$ cat src/rtl/rf_iw_pkg.sv
// rtl/rf_iw_pkg.sv - shared constants for the double-buffer activation/weight RF and its fill controller
//
// Purpose:
//   Holds the 2-bit state encoding of the fill controller FSM and the default
//   widths/depth shared by the RF and the blocks that write into it.
//   This file has no ports.

package rf_iw_pkg;

  // Fill controller FSM encoding
  localparam logic [1:0] IDLE  = 2'd0;
  localparam logic [1:0] FILL  = 2'd1;
  localparam logic [1:0] FULL  = 2'd2;
  localparam logic [1:0] DRAIN = 2'd3;

  // Default geometry shared with the RF
  localparam int DEF_DATA_BITWIDTH     = 8;
  localparam int DEF_ADDR_BITWIDTH     = 2;
  localparam int DEF_DEPTH             = 4;
  localparam int DEF_TILE_CNT_BITWIDTH = 16;

endpackage : rf_iw_pkg

$ cat src/rtl/rf_iw_fill_ctrl.sv
// rtl/rf_iw_fill_ctrl.sv - write-side tile fill controller for the double-buffer activation/weight RF
//
// Purpose:
//   Accepts a valid/ready word stream from the global buffer and writes
//   DEPTH-word tiles into the fill bank of the RF. Banks are swapped only when
//   the consumer has released the read bank (or the read bank is empty).
//
// Optional feature macro: FILL_PERF_CNT_EN
//   Defined   : stall_cycles counts FULL cycles in which no swap happens
//               (saturating, cleared on an accepted start).
//   Undefined : stall_cycles is tied to 0.
//
// Ports:
//   clk            in   clock, all state on the rising edge
//   reset          in   asynchronous active-low reset
//   start          in   pulse, begin a job (ignored unless idle)
//   num_tiles      in   tiles in the job, sampled on an accepted start
//   gb_data        in   word from the global buffer
//   gb_valid       in   gb_data valid
//   gb_ready       out  a word is accepted this cycle (combinational, FILL only)
//   cons_done      in   pulse, consumer finished with the current read bank
//   write_sel      out  1 = fill mem1 / read mem2, 0 = fill mem2 / read mem1
//   write_en       out  RF write enable
//   w_addr         out  RF write address (both banks)
//   w_data         out  RF write data (both banks)
//   rd_bank_valid  out  read bank holds a complete tile
//   busy           out  job in progress
//   done           out  one-cycle pulse at the end of a job
//   stall_cycles   out  consumer-stall counter

module rf_iw_fill_ctrl
  import rf_iw_pkg::*;
#(
  parameter int DATA_BITWIDTH     = DEF_DATA_BITWIDTH,
  parameter int ADDR_BITWIDTH     = DEF_ADDR_BITWIDTH,
  parameter int DEPTH             = DEF_DEPTH,
  parameter int TILE_CNT_BITWIDTH = DEF_TILE_CNT_BITWIDTH
) (
  input  logic                         clk,
  input  logic                         reset,
  input  logic                         start,
  input  logic [TILE_CNT_BITWIDTH-1:0] num_tiles,
  input  logic [DATA_BITWIDTH-1:0]     gb_data,
  input  logic                         gb_valid,
  output logic                         gb_ready,
  input  logic                         cons_done,
  output logic                         write_sel,
  output logic                         write_en,
  output logic [ADDR_BITWIDTH-1:0]     w_addr,
  output logic [DATA_BITWIDTH-1:0]     w_data,
  output logic                         rd_bank_valid,
  output logic                         busy,
  output logic                         done,
  output logic [31:0]                  stall_cycles
);

  localparam logic [ADDR_BITWIDTH-1:0]     LAST_WORD = ADDR_BITWIDTH'(DEPTH - 1);
  localparam logic [ADDR_BITWIDTH-1:0]     ADDR_ONE  = ADDR_BITWIDTH'(1);
  localparam logic [TILE_CNT_BITWIDTH-1:0] TILE_ONE  = TILE_CNT_BITWIDTH'(1);

  logic [1:0]                   state;
  logic [ADDR_BITWIDTH-1:0]     word_cnt;
  logic [TILE_CNT_BITWIDTH-1:0] tile_cnt;
  logic [TILE_CNT_BITWIDTH-1:0] num_tiles_q;
  logic                         beat;
  logic                         swap;
  logic                         start_ok;

  assign gb_ready = (state == FILL);
  assign beat     = gb_valid && gb_ready;
  assign start_ok = start && (state == IDLE);

  // A swap in FULL is allowed when the read bank is empty or is being
  // released this very cycle; the new tile keeps rd_bank_valid high.
  assign swap = (state == FULL) && (!rd_bank_valid || cons_done);

  always_ff @(posedge clk or negedge reset) begin
    if (!reset) begin
      state         <= IDLE;
      write_sel     <= 1'b1;
      write_en      <= 1'b0;
      w_addr        <= '0;
      w_data        <= '0;
      rd_bank_valid <= 1'b0;
      busy          <= 1'b0;
      done          <= 1'b0;
      word_cnt      <= '0;
      tile_cnt      <= '0;
      num_tiles_q   <= '0;
    end else begin
      write_en <= 1'b0;
      done     <= 1'b0;
      case (state)
        IDLE: begin
          if (cons_done && rd_bank_valid) begin
            rd_bank_valid <= 1'b0;
          end
          if (start) begin
            if (num_tiles != '0) begin
              state       <= FILL;
              busy        <= 1'b1;
              num_tiles_q <= num_tiles;
              tile_cnt    <= '0;
              word_cnt    <= '0;
            end else begin
              done <= 1'b1;
            end
          end
        end

        FILL: begin
          if (cons_done && rd_bank_valid) begin
            rd_bank_valid <= 1'b0;
          end
          if (beat) begin
            write_en <= 1'b1;
            w_addr   <= word_cnt;
            w_data   <= gb_data;
            if (word_cnt == LAST_WORD) begin
              word_cnt <= '0;
              state    <= FULL;
            end else begin
              word_cnt <= word_cnt + ADDR_ONE;
            end
          end
        end

        FULL: begin
          // The last write was registered on entry to FULL, so it lands in the
          // RF on this edge with the old write_sel before the toggle is seen.
          if (swap) begin
            write_sel     <= ~write_sel;
            rd_bank_valid <= 1'b1;
            tile_cnt      <= tile_cnt + TILE_ONE;
            if ((tile_cnt + TILE_ONE) == num_tiles_q) begin
              state <= DRAIN;
            end else begin
              state <= FILL;
            end
          end
        end

        DRAIN: begin
          if (cons_done) begin
            rd_bank_valid <= 1'b0;
            done          <= 1'b1;
            busy          <= 1'b0;
            state         <= IDLE;
          end
        end

        default: begin
          state <= IDLE;
          busy  <= 1'b0;
        end
      endcase
    end
  end

`ifdef FILL_PERF_CNT_EN
  logic [31:0] stall_cnt;

  always_ff @(posedge clk or negedge reset) begin
    if (!reset) begin
      stall_cnt <= '0;
    end else if (start_ok) begin
      stall_cnt <= '0;
    end else if ((state == FULL) && !swap && (stall_cnt != 32'hFFFF_FFFF)) begin
      stall_cnt <= stall_cnt + 32'd1;
    end
  end

  assign stall_cycles = stall_cnt;
`else
  assign stall_cycles = 32'd0;
`endif

endmodule : rf_iw_fill_ctrl

$ cat config.mk
export PLATFORM = sky130hd
export DESIGN_NAME = rf_iw_fill_ctrl
export DESIGN_NICKNAME = d
export VERILOG_FILES = /design/src/rtl/rf_iw_pkg.sv /design/src/rtl/rf_iw_fill_ctrl.sv
export SDC_FILE = /design/constraint.sdc
export NUM_CORES = 1
export LEC_CHECK = 0
export CAP_MARGIN = 10
export CORE_ASPECT_RATIO = 1.2
export CORE_MARGIN = 1.5
export CORE_UTILIZATION = 49
export DETAILED_ROUTE_END_ITERATION = 8
export HOLD_SLACK_MARGIN = 0.15
export PLACE_DENSITY_LB_ADDON = 0.1
export SLEW_MARGIN = 15
export SYNTH_ARGS = -nofsm -noshare
export SYNTH_HDL_FRONTEND = slang
export SYNTH_SLANG_ARGS = --single-unit
$ cat constraint.sdc
create_clock -name clk -period 2.5 [get_ports clk]
set_input_delay 0.625 -clock clk [delete_from_list [all_inputs] [get_ports clk]]
set_output_delay 0.625 -clock clk [all_outputs]
set_load 0.005 [all_outputs]
* Word-level counts from Yosys, hierarchy flattened
Index checks and enable logic that the tools add are counted.
** Storage, ports and cells
- Bits of input ports :: 29
- Output and inout bits :: 48
- Bits in registers :: 51
** Operators by class
- Bitwise gates (word level) :: 1
- Mux-type cells :: 30
- Reductions and logical operators :: 19
- $add $sub $neg :: 2
- Eq/ne operators :: 12
** Operators by type and width (number)
- $mux W16 :: 3
- $pmux W16 S2 :: 1
- $mux W2 :: 11
- $add A16 B1 Y16 const B :: 1
- $eq A16 B16 Y1 :: 1
- $reduce_bool A16 Y1 :: 1
- $reduce_and A4 Y1 :: 3
- $mux W1 :: 10
- $ne A2 B1 Y1 const B :: 4
- $pmux W2 S4 :: 1
- $eq A2 B2 Y1 const B :: 3
- $ne A2 B2 Y1 const B :: 3
- $reduce_and A3 Y1 :: 2
- $reduce_and A6 Y1 :: 1
- $reduce_bool A2 Y1 :: 3
- $pmux W1 S2 :: 2
- $pmux W2 S2 :: 1
- $reduce_and A2 Y1 :: 2
- $logic_and A1 B1 Y1 :: 3
- $pmux W1 S3 :: 1
- $add A2 B1 Y2 const B :: 1
- $eq A2 B1 Y1 const B :: 1
- $logic_not A2 Y1 :: 1
- $reduce_or A2 Y1 :: 1
- other kinds (3) :: 3

* Longest topological paths before layout
- Depth in word-level cells :: 5
- Mapped depth :: 8
- Mapped depth without buffers :: 7

* Least setup slack after synthesis
Ideal clock, no wire load.
- Path type :: input to register
- Start point :: input port num_tiles[12]
- End point :: register tile_cnt[5]
- Stages on the path :: 7
- Path slack :: 0.191 ns
- Setup time :: 0.134 ns
- Data required time :: 2.366 ns
- Data arrival time :: 2.175 ns
- Path through :: nor4_1 > a41oi_1 > o21bai_1 > clkbuf_1 > nor2_1 > o21ai_0 > o31ai_1
** On the way
- Longest elaborated chain between the ends :: 3
** Ends and longest elaborated chain
- start: declaration :: line rf_iw_fill_ctrl.sv:42 : input logic [TILE_CNT_BITWIDTH-1:0] num_tiles,
- $reduce_bool A16 Y1 :: line rf_iw_fill_ctrl.sv:99 : if (num_tiles != '0) begin
- $ne A2 B1 Y1 (no line)
- $reduce_and A4 Y1 (no line)
- end signal: assignment :: line rf_iw_fill_ctrl.sv:134 : tile_cnt <= tile_cnt + TILE_ONE;
- end: declaration :: line rf_iw_fill_ctrl.sv:63 : logic [TILE_CNT_BITWIDTH-1:0] tile_cnt;
No other way between the ends.
A chain may end at the register's enable or synchronous reset.

* Worst setup path after layout
- Start point :: register tile_cnt[1]
- End point :: register state[1]
** On the way
- Longest elaborated chain between the ends :: 5
** Ends and longest elaborated chain
- $add A16 B1 Y16 :: line rf_iw_fill_ctrl.sv:135 : if ((tile_cnt + TILE_ONE) == num_tiles_q) begin
- $eq A16 B16 Y1 :: line rf_iw_fill_ctrl.sv:135
- $mux W2 :: line rf_iw_fill_ctrl.sv:135
- $mux W2 :: line rf_iw_fill_ctrl.sv:131 : if (swap) begin
- $pmux W2 S4 :: line rf_iw_fill_ctrl.sv:93 : case (state)
- end signal: assignment :: line rf_iw_fill_ctrl.sv:100 : state <= FILL;
- end signal: assignment :: line rf_iw_fill_ctrl.sv:136 : state <= DRAIN;
- end signal: assignment :: line rf_iw_fill_ctrl.sv:138 : state <= FILL;
- end: declaration :: line rf_iw_fill_ctrl.sv:61 : logic [1:0] state;
No other way between the ends. The select of a mux whose other input is x is not followed.

==> reports/metrics.cfg <==
[sta]
max_freq_mhz = 427
tns_ns = 0
finalHoldViolations = 0
finalSetupViolCount = 0
slew_headroom_pct = 57.3
min_period_ns = 2.34
slew_viol_final = 0
setup_slack_ns = 0.159
tightest_slew_ns = 0.640
period_share_pct = 93.6
skew_ns = 0.0117

[drt]
wl_per_cell_um = 13.8
vias_per_cell = 5.20
drt_pre_antenna_iters = 4
vias = 2395
antenna_left = 0
drt-initial-drc-count = 93
drc = 0
finalWirelength_um = 6350

[finish]
drive_above_1_share_pct = 16.9
nNetsFinal = 413
diodes = 0
syn_to_final_growth_pct = 22.8
final_common_cell = dfrtp_1
final_cell_mix = dfrtp_1, clkdlybuf4s50_1, conb_1

[placed_design]
hpwl_um = 4920
io_buffers = 44
preCtsSetupSlack_ns = -0.299
gp_congestion = 0.888

[cts]
htreeDepth = 2
ctsRootBufferMaster = clkbuf_8
cts_buffers = 5
holdBufCountCts = 0
tritoncts = done
cts.sinks = 51
clock_path_buffers = 2
clkTransAtPathRegs_ns = 0.11
insertion_delay_ns = 0.31

[grt]
antenna_found_initial = 0
first_global_vias = 2109
grt_first_pass_wirelength_um = 10100
grtUsageTotal_pct = 19.9
overflow = 0
grt_max_degree = 52

[power]
ir_drop_uv = 528
p_seq_share_pct = 38.2
p_int_w = 0.00224
switching_power_w = 0.00123
combPwrFrac_pct = 47.2
p_sw_share_pct = 35.5
p_clk_share_pct = 14.6
power_density_nw_per_um2 = 934
leakagePower_nw = 1.56

[floorplan]
fp.dieH_um = 89.1
rows = 31
initial_utilization_pct = 50.3
ios = 77
die-area_um2 = 6660
core_um2 = 6010
die_w_um = 74.7

[logic_synthesis]
ys.flop_type = dfrtp_1
synth_area_leaders = dfrtp_1, mux2_2, buf_4
yosysWarnings = 0
netlist_area_um2 = 3030
yosysTopAreaCell = dfrtp_1
synth_edf_count = 0
async_flop_share_pct = 100
yosys.area.top_type_share_pct = 41.4
syn-instance-count = 315
ys_types = 44
yosysSeqAreaShare_pct = 42.2
synth_area_per_cell_um2 = 9.60
synth_seq_cells = 51

[flow_run]
cap_violations = 0

[setup_path]
arrival_ns = 2.56
end_kind = flop
critPathLaunchType = flop
crit_fanout = 4
path_class = reg -> reg
critical_path_required_ns = 2.72

[min_path]
hp-class = in -> async

[run_status]
outcome = completed

==> repair_timing <==
action | in CTS | in global routing
resized for setup | 0 | 4
setup buffers | 0 | 0
setup endpoints to repair | 0 | 13
==> Yosys cell counts, types with 4 or more instances <==
cell and number:
ha_1 6, mux2_2 23, nor4_1 4, xnor2_1 19, clkbuf_1 9, dfrtp_1 50
nor3_1 6, buf_4 32, nand2_1 20, inv_1 12, a21oi_1 10, nand3_1 9
nor2_1 20, o31ai_1 9, and3_1 4, nor2b_1 8, nand4_1 7, o21ai_0 29
==> worst max-delay path, stage by stage, from the launching register on <==
cell       delay (ns)
dfrtp_1          0.43
ha_1             0.33
xnor2_1          0.17
nand3_1          0.13
or4_1            0.47
a2111oi_4        0.35
nand4_1          0.16
o31ai_1          0.21
==> power groups by stage <==
stage | combinational (W) | clock, W | sequential, W
after CTS | 0.00163 | 0.000520 | 0.00133
after detailed placement | 0.00163 | 0 | 0.00135
final | 0.00164 | 0.000509 | 0.00132
after floorplan | 0.00101 | 0 | 0.00131
after global placement | 0.00158 | 0 | 0.00133
after global routing | 0.00182 | 0.000549 | 0.00136
==> per-stage QoR <==
step                      std cells  cell area, um2  hold WS (ns)  total power, W  util, %
after floorplan                 346            3140         0.329         0.00231        -
after global placement          453            3590         0.464         0.00292     59.7
after detailed placement        453            3590         0.469         0.00298     59.7
after CTS                       461            3680         0.443         0.00348     61.3
after global routing            461            3720         0.480         0.00373     61.8
final                           461            3720         0.404         0.00347     61.8
==> cell families (layout without fill, tap and decap cells) <==
family          Yosys count  in the layout  share of synthesized area, %
compound gates           65             65                          13.4
mux                      25             25                          9.22
xor+xnor                 22             22                          6.37
fa+ha+maj                 6              6                          2.48
simple gates             89             89                          15.1
other cells               1             32                         0.124
buf+inv                  56             89                          11.0
flops                    51             51                          42.2
==> metal layers <==
metal  global-route usage (%)  wire, um  part of all wire (%)  vias to the layer above
met2                     35.4      3350                    53                       80
met5                        0         0                     0                        -
met1                     25.1      2620                    41                     1137
met3                     2.82       275                   4.3                        8
li1                         -         -                     -                     1170
met4                     5.45        98                   1.5                        0
==> state kept, by name, summed over array words and instances (netlist names) <==
name	cells
write_en	1
done	1
rd_bank_valid	1
busy	1
num_tiles_q	16
write_sel	1
w_addr	2
w_data	8
tile_cnt	16
word_cnt	2
state	2
==> area by class of cell <==
class / count / area (um2)
repair buffers: 69 / 636
inverters: 12 / 45.0
well taps: 82 / 103
flip-flops and latches: 51 / 1280
clock inverters: 3 / 25.0
clock buffers: 5 / 68.8
fillers: 530 / 2300
multi-input cells: 239 / 1560
==> final timing paths <==
kind,from,end,slack [ns],depth (start not counted)
min reg2reg,w_addr[1],w_addr[1],0.49,2
max in group asynchronous,reset,tile_cnt[12],1.65,2
max reg2reg,tile_cnt[1],state[1],0.16,7
max,tile_cnt[1],state[1],0.16,7
min in group clk,w_addr[1],w_addr[1],0.49,2
min,reset,w_data[5],0.40,2
No activity file was read; power rests on OpenSTA's default activity.
